[src/rtl/explosion_anim.sv]
`default_nettype none
// ============================================================================
// Module   : explosion_anim
// Purpose  : Edge-detects explosion requests and plays them on a slot pool.
// Revision : 1.0
// ============================================================================
module explosion_anim #(
    parameter int NUM_SRC         = 19,
    parameter int NUM_SLOTS       = 4,
    parameter int FRAMES_PER_STEP = 4,
    parameter int NUM_STEPS       = 4
) (
    input  logic                                frame_clk,
    input  logic                                Reset,
    input  logic [NUM_SRC-1:0]                  exp_vec,
    input  logic [10*NUM_SRC-1:0]               src_x,
    input  logic [10*NUM_SRC-1:0]               src_y,
    output logic [NUM_SLOTS-1:0]                slot_active,
    output logic [10*NUM_SLOTS-1:0]             slot_x,
    output logic [10*NUM_SLOTS-1:0]             slot_y,
    output logic [$clog2(NUM_STEPS)*NUM_SLOTS-1:0] slot_step,
    output logic [5*NUM_SLOTS-1:0]              slot_src,
    output logic [NUM_SLOTS-1:0]                slot_done,
    output logic [NUM_SRC-1:0]                  ack_vec,
    output logic                                busy
);

    localparam int SW  = $clog2(NUM_STEPS);
    localparam int TW  = (FRAMES_PER_STEP > 1) ? $clog2(FRAMES_PER_STEP) : 1;
    localparam int SLW = (NUM_SLOTS > 1) ? $clog2(NUM_SLOTS) : 1;

    localparam logic [0:0]    S_IDLE      = 1'b0;
    localparam logic [0:0]    S_PLAY      = 1'b1;
    localparam logic [TW-1:0] C_TICK_LAST = TW'(FRAMES_PER_STEP - 1);
    localparam logic [SW-1:0] C_STEP_LAST = SW'(NUM_STEPS - 1);

    logic [NUM_SRC-1:0] exp_prev_q, exp_prev_d;
    logic [NUM_SRC-1:0] pending_q, pending_d;
    logic [NUM_SRC-1:0] ack_q, ack_d;
    logic [NUM_SRC-1:0] rise;

    logic [0:0]    state_q [NUM_SLOTS];
    logic [0:0]    state_d [NUM_SLOTS];
    logic [TW-1:0] tick_q  [NUM_SLOTS];
    logic [TW-1:0] tick_d  [NUM_SLOTS];
    logic [SW-1:0] step_q  [NUM_SLOTS];
    logic [SW-1:0] step_d  [NUM_SLOTS];
    logic [9:0]    x_q     [NUM_SLOTS];
    logic [9:0]    x_d     [NUM_SLOTS];
    logic [9:0]    y_q     [NUM_SLOTS];
    logic [9:0]    y_d     [NUM_SLOTS];
    logic [4:0]    src_q   [NUM_SLOTS];
    logic [4:0]    src_d   [NUM_SLOTS];
    logic [NUM_SLOTS-1:0] done_q, done_d;

    logic [9:0] sx [NUM_SRC];
    logic [9:0] sy [NUM_SRC];

    logic           alloc_valid;
    logic           src_found;
    logic           slot_found;
    logic [4:0]     alloc_src;
    logic [SLW-1:0] alloc_slot;

    generate
        for (genvar i = 0; i < NUM_SRC; i++) begin : g_src
            assign sx[i] = src_x[10*i +: 10];
            assign sy[i] = src_y[10*i +: 10];
        end
    endgenerate

    // State register
    always_ff @(posedge frame_clk or posedge Reset) begin
        if (Reset) begin
            exp_prev_q <= '0;
            pending_q  <= '0;
            ack_q      <= '0;
            done_q     <= '0;
            for (int s = 0; s < NUM_SLOTS; s++) begin
                state_q[s] <= S_IDLE;
                tick_q[s]  <= '0;
                step_q[s]  <= '0;
                x_q[s]     <= '0;
                y_q[s]     <= '0;
                src_q[s]   <= '0;
            end
        end else begin
            exp_prev_q <= exp_prev_d;
            pending_q  <= pending_d;
            ack_q      <= ack_d;
            done_q     <= done_d;
            for (int s = 0; s < NUM_SLOTS; s++) begin
                state_q[s] <= state_d[s];
                tick_q[s]  <= tick_d[s];
                step_q[s]  <= step_d[s];
                x_q[s]     <= x_d[s];
                y_q[s]     <= y_d[s];
                src_q[s]   <= src_d[s];
            end
        end
    end

    // Allocator: lowest pending source to lowest idle slot, from registered state only
    always_comb begin
        src_found  = 1'b0;
        slot_found = 1'b0;
        alloc_src  = '0;
        alloc_slot = '0;
        for (int i = 0; i < NUM_SRC; i++) begin
            if (!src_found && pending_q[i]) begin
                src_found = 1'b1;
                alloc_src = 5'(i);
            end
        end
        for (int s = 0; s < NUM_SLOTS; s++) begin
            if (!slot_found && state_q[s] == S_IDLE) begin
                slot_found = 1'b1;
                alloc_slot = SLW'(s);
            end
        end
        alloc_valid = src_found & slot_found;
    end

    // Next-state logic
    always_comb begin
        rise       = exp_vec & ~exp_prev_q;
        exp_prev_d = exp_vec;
        pending_d  = pending_q;
        ack_d      = '0;
        done_d     = '0;
        if (alloc_valid) begin
            pending_d[alloc_src] = 1'b0;
            ack_d[alloc_src]     = 1'b1;
        end
        // A rise on the same edge as allocation re-arms the request
        pending_d = pending_d | rise;

        for (int s = 0; s < NUM_SLOTS; s++) begin
            state_d[s] = state_q[s];
            tick_d[s]  = tick_q[s];
            step_d[s]  = step_q[s];
            x_d[s]     = x_q[s];
            y_d[s]     = y_q[s];
            src_d[s]   = src_q[s];
            case (state_q[s])
                S_IDLE: begin
                    if (alloc_valid && alloc_slot == SLW'(s)) begin
                        state_d[s] = S_PLAY;
                        tick_d[s]  = '0;
                        step_d[s]  = '0;
                        x_d[s]     = sx[alloc_src];
                        y_d[s]     = sy[alloc_src];
                        src_d[s]   = alloc_src;
                    end
                end
                S_PLAY: begin
                    if (tick_q[s] == C_TICK_LAST) begin
                        tick_d[s] = '0;
                        if (step_q[s] == C_STEP_LAST) begin
                            state_d[s] = S_IDLE;
                            done_d[s]  = 1'b1;
                        end else begin
                            step_d[s] = step_q[s] + 1'b1;
                        end
                    end else begin
                        tick_d[s] = tick_q[s] + 1'b1;
                    end
                end
                default: state_d[s] = S_IDLE;
            endcase
        end
    end

    // Output logic
    always_comb begin
        for (int s = 0; s < NUM_SLOTS; s++) begin
            slot_active[s]         = (state_q[s] == S_PLAY);
            slot_x[10*s +: 10]     = x_q[s];
            slot_y[10*s +: 10]     = y_q[s];
            slot_step[SW*s +: SW]  = step_q[s];
            slot_src[5*s +: 5]     = src_q[s];
        end
    end

    assign slot_done = done_q;
    assign ack_vec   = ack_q;
    assign busy      = (|pending_q) | (|slot_active);

endmodule
`default_nettype wire

[config.mk]
export PLATFORM = sky130hd
export DESIGN_NAME = explosion_anim
export DESIGN_NICKNAME = d
export VERILOG_FILES = /design/src/rtl/explosion_anim.sv
export SDC_FILE = /design/constraint.sdc
export NUM_CORES = 1
export LEC_CHECK = 0
export ABC_CLOCK_PERIOD_IN_PS = 6050
export BUFFER_PORTS_ARGS = -buffer_cell sky130_fd_sc_hd__buf_4
export CORE_AREA = 8 8 203 205
export DETAILED_ROUTE_END_ITERATION = 12
export DIE_AREA = 0 0 211 213
export REMOVE_ABC_BUFFERS = 1
export SYNTH_ARGS = -nofsm -noshare
export SYNTH_HDL_FRONTEND = slang
export SYNTH_SLANG_ARGS = --single-unit
[constraint.sdc]
create_clock -name frame_clk -period 6.05 [get_ports frame_clk]
set_input_delay 1.21 -clock frame_clk [delete_from_list [all_inputs] [get_ports frame_clk]]
set_output_delay 1.21 -clock frame_clk [all_outputs]
set_load 0.03 [all_outputs]
Word-level counts from Yosys, hierarchy flattened
Cells that the tools add are included.
{"block": "totals", "wordCells": 237, "in_bits": 401, "reg_bits": 181, "output_inout_bits": 136}
{"block": "classes", "n_reduce_logical": 57, "order_cmp": 3, "n_eq_ne": 23, "n_mux": 106, "n_addsub": 8, "n_bitwise": 12}
{"operator": "binary-select mux 10 bit (select 5 bit)", "count": 2}
{"operator": "2-to-1 mux 5 bit", "count": 17}
{"operator": "2-to-1 mux 1 bit", "count": 50}
{"operator": "2-to-1 mux 10 bit", "count": 4}
{"operator": "bitwise AND 19 bit", "count": 2}
{"operator": "2-to-1 mux 19 bit", "count": 2}
{"operator": "NOT 19 bit", "count": 2}
{"operator": "2-to-1 mux 2 bit", "count": 18}
{"operator": "case mux 2 bit (2 select lines)", "count": 8}
{"operator": "logical AND 1 bit", "count": 26}
{"operator": "equality test 2 bit, second input constant", "count": 10}
{"operator": "logical NOT 1 bit", "count": 20}
{"operator": "bitwise OR 19 bit", "count": 1}
{"operator": "OR reduction 19 bit", "count": 1}
{"operator": "adder 2 x 1 -> 2 bit, second input constant", "count": 8}
{"operator": "!= test 2 x 1 -> 1 bit, second input constant", "count": 8}
{"operator": "AND reduction 3 bit", "count": 4}
{"operator": "!= test 2 bit, second input constant", "count": 4}
{"operator": "case mux 1 bit (2 select lines)", "count": 4}
{"operator": "AND reduction 2 bit", "count": 4}
{"operator": ">= comparator 6 bit, second input constant", "count": 1}
{"operator": "less-than comparator 5 x 6 -> 1 bit, second input constant", "count": 1}
{"operator": "NOT 5 -> 6 bit", "count": 1}
{"operator": "demux 1 bit (select 5 bit)", "count": 1}
{"operator": "7 further kinds", "count": 10}

Logic depth before layout (Yosys ltp)
Gate-level depths: netlist (run 1).
{"block": "depth", "depth_word": 63, "mapped_depth": 13, "mapped_depth_nobuf": 9}

Worst setup path before layout (run 1)
OpenSTA, ideal clock, no wires.
{"block": "synth_timing", "kind": "flip-flop to output port", "from": "reg pending_q[8]", "to": "out busy", "path_stages_with_launch": 6, "path_buffers": 0, "arrival_time_ns": 1.870, "setup_slack_ns": 2.970, "required_ns": 4.840, "path_cell_list": "dfrtp_1 or4_1 nor4_4 nand2_1 nor2_1 nand2_1"}
{"block": "synth_via", "elab_chain_len": 2}
{"element": "start, declared", "line_no": "38", "text": "logic [NUM_SRC-1:0] pending_q, pending_d;"}
{"element": "start signal, assigned", "line_no": "89", "text": "pending_q <= pending_d;"}
{"element": "OR reduction 19 bit", "line_no": "187", "text": "assign busy = (|pending_q) | (|slot_active);"}
{"element": "bitwise OR 1 bit", "line_no": "187"}
{"element": "end, declared", "line_no": "25", "text": "output logic busy"}
Every way passes these cells.

Final worst setup path (run 1)
{"block": "layout_timing", "from": "reg pending_q[2]", "to": "reg y_q (netlist bit slot_y[12])"}
{"block": "layout_via", "elab_chain_len": 54, "word_cells_on_any_way": 74, "cone_classes": "37 x mux; 2 x bitwise; 35 x reduce/logical"}
{"element": "logical AND 1 bit (*)", "line_no": "110", "text": "if (!src_found && pending_q[i]) begin"}
{"element": "2-to-1 mux 1 bit", "line_no": "110"}
{"element": "logical NOT 1 bit", "line_no": "110"}
{"element": "logical AND 1 bit", "line_no": "110"}
{"element": "2-to-1 mux 1 bit", "line_no": "110"}
{"element": "logical NOT 1 bit", "line_no": "110"}
{"element": "logical AND 1 bit", "line_no": "110"}
{"element": "2-to-1 mux 1 bit", "line_no": "110"}
{"element": "(+37 left out)"}
{"element": "logical AND 1 bit", "line_no": "110"}
{"element": "2-to-1 mux 1 bit", "line_no": "110"}
{"element": "logical NOT 1 bit", "line_no": "110"}
{"element": "logical AND 1 bit", "line_no": "110"}
{"element": "2-to-1 mux 5 bit", "line_no": "110"}
{"element": "NOT 5 -> 6 bit (implied by the code)", "line_no": "152", "text": "y_d[s] = sy[alloc_src];"}
{"element": "binary-select mux 10 bit (select 5 bit)", "line_no": "152"}
{"element": "2-to-1 mux 10 bit (implied by the code) (2 in series)", "line_no": "152"}
{"element": "end signal, assigned by index", "line_no": "97", "text": "y_q[s] <= y_d[s];"}
{"element": "end, declared", "line_no": "50", "text": "logic [9:0] y_q [NUM_SLOTS];"}
Mark *: on every way between the ends. The rest lies on a longest branch, timed or not. The select of a mux whose other input is x is not followed.
A chain may end at the register's enable or synchronous reset.

==> results of run 1 <==
final timing paths:
| kind | cells after the start | endpoint | slack, ns | from |
|---|---|---|---|---|
| max in group asynchronous | 3 | slot_y[36] | 3.87 | Reset |
| worst max register to register | 10 | slot_y[12] | 1.77 | pending_q[2] |
| worst min-delay path | 1 | pending_q[9] | 0.41 | exp_prev_q[9] |
| worst min register to register | 1 | pending_q[9] | 0.41 | exp_prev_q[9] |
| worst max-delay path | 10 | slot_y[12] | 1.77 | pending_q[2] |
| min in group asynchronous | 2 | slot_y[14] | 0.99 | Reset |
final cells by class:
| cell class | instances | share of cell area (%) |
|---|---|---|
| sequential | 181 | 29.3 |
| clock buffer | 21 | 2.97 |
| tap | 518 | 4.19 |
| timing repair buffer | 564 | 27.3 |
| multi-input combinational | 977 | 34.6 |
| antenna | 1 | 0.0162 |
| inverter | 27 | 0.703 |
| clock inverter | 11 | 0.905 |
stage by stage:
stage	instances	hold slack [ns]	utilization [%]	instance area, sq um
2_1_floorplan	1185	0.400	-	9930
3_3_place_gp	2267	0.402	39.0	14900
3_5_place_dp	2267	0.410	39.0	14900
4_1_cts	2299	0.416	40.6	15500
5_1_grt	2300	0.432	40.6	15500
6_report	2300	0.415	40.6	15500
per-layer routing:
layer	up-vias	GRT usage (%)	part of all wire (%)
met1	5584	28.2	42
li1	5444	-	-
met2	464	36.4	49
met3	61	5.50	7.2
met4	0	5.69	2.2
met5	-	0	0
power by group through the flow:
stage	registers, mW	clock network [mW]	logic, mW
after floorplan	1.55	0	0.168
after global placement	1.38	0	0.777
after detailed placement	1.38	0	0.783
after CTS	1.36	1.17	0.783
after global routing	1.37	1.22	0.827
final	1.36	1.14	0.776
kinds of logic (layout without fill, tap and decap cells):
| kind of cell | Yosys count | in the layout | synth area share, % |
|---|---|---|---|
| fa+ha+maj | 8 | 8 | 0.967 |
| flops | 181 | 181 | 43.7 |
| other cells | 0 | 1 | 0 |
| buf+inv | 112 | 623 | 5.10 |
| mux | 61 | 61 | 5.90 |
| compound gates | 276 | 276 | 18.0 |
| simple gates | 631 | 631 | 26.2 |
| xor+xnor | 1 | 1 | 0.0846 |
cells in the mapped netlist, drive strengths merged (4+ instances only):
cell	n	area, sq um
a2111oi	5	75.1
a211oi	6	45.0
a21oi	54	270
a22o	8	70.1
a311o	5	50.1
a311oi	20	200
a31o	5	43.8
a31oi	20	125
a32o	10	100
a32oi	6	52.6
and3	26	163
buf	42	265
clkbuf	43	161
dfrtp	181	4530
ha	8	100
inv	27	101
mux2i	61	611
nand2	370	1390
nand3	108	546
nand3b	4	30.0
nand4	7	43.8
nor2	90	354
nor3	7	35.0
nor4	4	40.0
o21ai	106	534
o221ai	4	35.0
o31ai	15	138
or4	4	33.8
worst max-delay path, stage by stage, from the launching register on:
cell and delay, ns:
dfrtp_1 0.43, or4_1 0.73, nor2_8 0.21, nand2_1 0.11, o2bb2ai_4 0.32, and2_4 0.73, buf_4 0.52, mux2i_1 0.13
a32o_1 0.23, a2111oi_2 0.50, a21oi_1 0.13
registers in the layout, summed over array words and instances, names as in the netlist:
signal / count
slot_y: 40
pending_q: 19
slot_done: 4
exp_prev_q: 19
ack_vec: 19
slot_active: 4
slot_step: 8
slot_x: 40
tick_q: 8
slot_src: 20
==> results.json, run 1 <==
{
  "status": "finished clean",
  "critPathRequiredTime_ns": 6.35,
  "drtIter0Drc": 852,
  "multiInputGateArea_sq_mm": 0.00536,
  "track_usage_pct": 21.9,
  "maxCapViolations": 0,
  "grt_max_degree": 137,
  "die_w_um": 211,
  "max_freq_mhz": 234,
  "start_util_pct": 27.2,
  "cts.sinks": 181,
  "seq_area_frac_synth_pct": 43.7,
  "antenna_found_initial": 1,
  "drv_slew": 0,
  "ys_ff_latch": 181,
  "synth.distinct_cells": 58,
  "seqCellArea_sq_mm": 0.00453,
  "internal_power_mw": 2.30,
  "worstPathArrival_ns": 4.58,
  "p_sw_share_pct": 29.7,
  "grt_first_pass_wirelength_um": 74000,
  "worstMarginPinSlew_ns": 1.15,
  "power.switching_mw": 0.972,
  "root_buffer": "clkbuf_16",
  "p_per_area_mw_per_mm2": 211,
  "crit_path_start_kind": "flip-flop",
  "cts_tree": "built",
  "p_seq_share_pct": 41.5,
  "hold_violations": 0,
  "hold_buffers": 0,
  "cts_buffer_depth": 2,
  "fin_ws_ns": 1.77,
  "layout-drive-gt1-share_pct": 35.4,
  "final_cell_mix": "buf_4, nand2_1, dfrtp_1",
  "grt-ovfl-total": 0,
  "clkPwrFrac_pct": 34.8,
  "power.total_mw": 3.27,
  "wire_per_inst_um": 22.5,
  "fp-row-count": 72,
  "routed_via_density": 5.02,
  "die_y_um": 213,
  "final.period_utilization_pct": 70.7,
  "period_needed_ns": 4.28,
  "layout_commonest_cell": "buf_4",
  "netlist_area_sq_mm": 0.0104,
  "fillers": 3897,
  "ir_worst_vdd_v": 0.000192,
  "synth-main-ff-cell": "dfrtp_1",
  "cts_setup_buffers": 0,
  "pre_cts_ws_ns": 1.80,
  "cp-end-kind": "flip-flop",
  "cts.clk_slew.worst_paths_ns": 0.07,
  "areaGrowthSynthToFinish_pct": 49.5,
  "place_congestion": 0.932,
  "cts_buffers": 17,
  "post-dp-hpwl_um": 40300,
  "async_flop_share_pct": 100,
  "cts.repair.resized": 0,
  "drc_errors": 0,
  "h-tree-depth": 4,
  "final_antenna_net_count": 0,
  "p_leak_nw": 7.33,
  "pwr-share-comb_pct": 23.7,
  "pin_count": 537,
  "fin_skew_ns": 0.0175,
  "grt_pass1_vias": 11500,
  "rsz0062_at_grt": "false",
  "fin_tns_setup_ns": 0,
  "routed_wl_um": 51800,
  "slew_headroom_pct": 22.8,
  "syn_inst": 1270,
  "drtPass1Iterations": 5,
  "vias": 11600,
  "hold_class": "reg2reg",
  "synth_edf_count": 0,
  "layout.nets": 2177,
  "crit_fanout": 66,
  "setup_violations": 0,
  "path_class": "reg2reg",
  "core_area_sq_mm": 0.0381,
  "avgSynthCellArea_sq_um": 8.15,
  "die-area_sq_mm": 0.0449,
  "ys_warn_count": 0,
  "portBuffers": 536,
  "clkLatencyLatePin_ns": 0.44
}
No activity file was read; power rests on OpenSTA's default activity.
==> run 2: changes to the inputs <==
- ABC_AREA: not set -> 1
- ABC_CLOCK_PERIOD_IN_PS: 6050 -> 3650
- CORE_AREA: 8 8 203 205 -> 8 8 200 202
- DIE_AREA: 0 0 211 213 -> 0 0 208 210
- clock period: 6.05 -> 3.65 ns (I/O delays scaled with it)
==> run 2 against run 1 <==
Synthesized cell count up 30%. Die area is 2.8% lower. Critical path depth up 7. Critical path type unchanged. Critical endpoint is now slot_x[32]. Highest routed layer is now met5.
==> results.json, run 2 <==
{
  "placed_cell_area_sq_mm": 0.0153,
  "die-area_sq_mm": 0.0437,
  "p_leak_nw": 8.88,
  "cts.clk_slew.worst_paths_ns": 0.08,
  "cts.sinks": 181,
  "min_to": "exp_prev_q[11]",
  "post-dp-hpwl_um": 45400,
  "holdPathStages": 1,
  "routed_wl_um": 57100,
  "synth.distinct_cells": 34,
  "hp-start": "exp_vec[11]",
  "cts_buffers": 17,
  "drv_slew": 0,
  "slew_headroom_pct": 33.9,
  "r2r_cells": 17,
  "fin_skew_ns": 0.0173,
  "worstMarginPinSlew_ns": 0.991,
  "netlist_area_sq_mm": 0.0107,
  "fillers": 3883,
  "final_cell_mix": "nand2_1, buf_4, dfrtp_1",
  "pin_count": 537,
  "layout_commonest_cell": "nand2_1",
  "yosysTopAreaCell": "dfrtp_1",
  "die_w_um": 208,
  "period_needed_ns": 3.11,
  "grt_pass1_vias": 13200,
  "h-tree-depth": 4,
  "start_util_pct": 29.0,
  "portBuffers": 536,
  "core_area_sq_mm": 0.0370,
  "fp-row-count": 71,
  "power.total_mw": 5.41,
  "crit_fanout": 57,
  "cts_buffer_depth": 2,
  "rr_endpoint": "slot_x[32]",
  "layout.nets": 2555,
  "setup_violations": 0,
  "ir_worst_vdd_v": 0.000277,
  "synth_edf_count": 0,
  "ys_top_cells_by_area": "dfrtp_1, nand2_1, nand3_1",
  "cts_setup_buffers": 0,
  "ys_warn_count": 0,
  "worstPathArrival_ns": 3.43,
  "layout-drive-gt1-share_pct": 28.8,
  "hold_violations": 0,
  "synth_commonest_cells": "nand2_1, dfrtp_1, nand3_1",
  "hold_buffers": 0,
  "avgSynthCellArea_sq_um": 6.51,
  "root_buffer": "clkbuf_16",
  "p_per_area_mw_per_mm2": 341,
  "status": "finished clean",
  "synth-main-ff-cell": "dfrtp_1",
  "routed_via_density": 4.80,
  "drtIter0Drc": 911,
  "wire_per_inst_um": 21.7,
  "antenna_found_initial": 6,
  "rr_startpoint": "pending_q[2]",
  "ff2ff_setup_slack_ns": 0.54,
  "async_flop_share_pct": 100,
  "grt-ovfl-total": 0,
  "path_class": "reg2reg",
  "fin_tns_setup_ns": 0,
  "grt_first_pass_wirelength_um": 84500,
  "drc_errors": 0,
  "crit_path_start_kind": "flip-flop",
  "ys_ff_latch": 181,
  "synth_top_area_share_pct": 42.2,
  "hold_slack_ns": 0.404,
  "max_freq_mhz": 321,
  "rsz0062_at_grt": "false",
  "yosysMostFrequentCell": "nand2_1",
  "hold_class": "in2reg",
  "final.period_utilization_pct": 85.3,
  "critPathRequiredTime_ns": 3.97,
  "place_congestion": 0.944,
  "final_antenna_net_count": 0,
  "maxCapViolations": 0,
  "cts.repair.resized": 0,
  "die_y_um": 210,
  "track_usage_pct": 25.5,
  "vias": 12700,
  "drtPass1Iterations": 6,
  "final_cell_area_sq_mm": 0.0159,
  "grt_max_degree": 105,
  "cts_tree": "built",
  "areaGrowthSynthToFinish_pct": 48.1,
  "syn_inst": 1647,
  "clkLatencyLatePin_ns": 0.44,
  "seq_area_frac_synth_pct": 42.2,
  "cp-end-kind": "flip-flop"
}
run 2: changes by cell type after synthesis, moves of 7 or more:
cell,delta
a21oi_1,-45
nand2_1,+585
nand3_1,+13
and3_1,-26
a32o_1,-10
o21ai_0,-19
clkbuf_1,-10
inv_1,+38
mux2i_1,-61
a31oi_1,-20
a311oi_1,-16
o22ai_1,+7
run 2: worst max-delay path: stages (launching register included):
cell     delay, ns
dfrtp_1       0.41
nor2_2        0.16
nand2_2       0.10
nor2_4        0.18
nand2_4       0.11
nor2_4        0.14
nand3_2       0.12
nand3_4       0.30
inv_2         0.18
buf_12        0.23
nand3_1       0.13
nand2_1       0.07
nor2_1        0.17
nor2_1        0.08
nor2_1        0.24
nand2_1       0.19
nand3_1       0.11
nand2_1       0.07
run 2: layout make-up:
cell class | count | area (sq um) | share of cell area, %
flip-flops and latches | 181 | 4530 | 28.5
diodes | 4 | 10.0 | 0.0630
multi-input cells | 1315 | 5540 | 34.9
inverters | 68 | 260 | 1.64
repair buffers | 563 | 4330 | 27.2
clock buffers | 17 | 425 | 2.68
well taps | 474 | 593 | 3.73
clock inverters | 15 | 203 | 1.28
run 2: stage by stage:
step	cells	utilization, %	worst slack (ns)
global route	2637	43.0	0.190
global placement	2601	41.3	0.495
floorplan	1564	-	-2.00
CTS	2633	43.0	0.454
detailed placement	2601	41.3	0.471
finish	2637	43.0	0.537
run 2: layer usage:
layer	wire (um)	track usage, %	vias up
met2	28700	45.5	527
met3	4020	6.21	65
met4	1500	7.54	2
met1	22900	30.2	5939
met5	13	0	-
li1	-	-	6127
run 2: worst max-delay path by stage:
| stage | startpoint | end | slack, ns | depth (start not counted) |
|---|---|---|---|---|
| 5_1_grt | pending_q[11] | slot_x[32] | 0.19 | 17 |
| 6_report | pending_q[2] | slot_x[32] | 0.54 | 17 |
| 2_1_floorplan | Reset | ack_vec[0] | -2.00 | 1 |
| 4_1_cts | pending_q[10] | slot_x[32] | 0.45 | 17 |
| 3_3_place_gp | pending_q[10] | slot_x[32] | 0.50 | 17 |
| 3_5_place_dp | pending_q[10] | slot_x[32] | 0.47 | 17 |
run 2: power by group:
| group | internal (mW) | switching (mW) | total, mW |
|---|---|---|---|
| sequential | 2.13 | 0.0882 | 2.22 |
| clock | 1.00 | 0.974 | 1.98 |
| combinational | 0.550 | 0.664 | 1.21 |
| total | 3.69 | 1.73 | 5.41 |
run 2: cell families (layout without fill, tap and decap cells):
group,Yosys count,in the layout,synth area share [%]
adder cells (fa/ha/maj),8,8,0.933
buffers and inverters,151,663,6.32
AND/OR/NAND/NOR,1194,1194,44.8
flip-flops,181,181,42.2
multiplexers,1,1,0.105
other,0,4,0
AO/OA/AOI/OAI,112,112,5.64
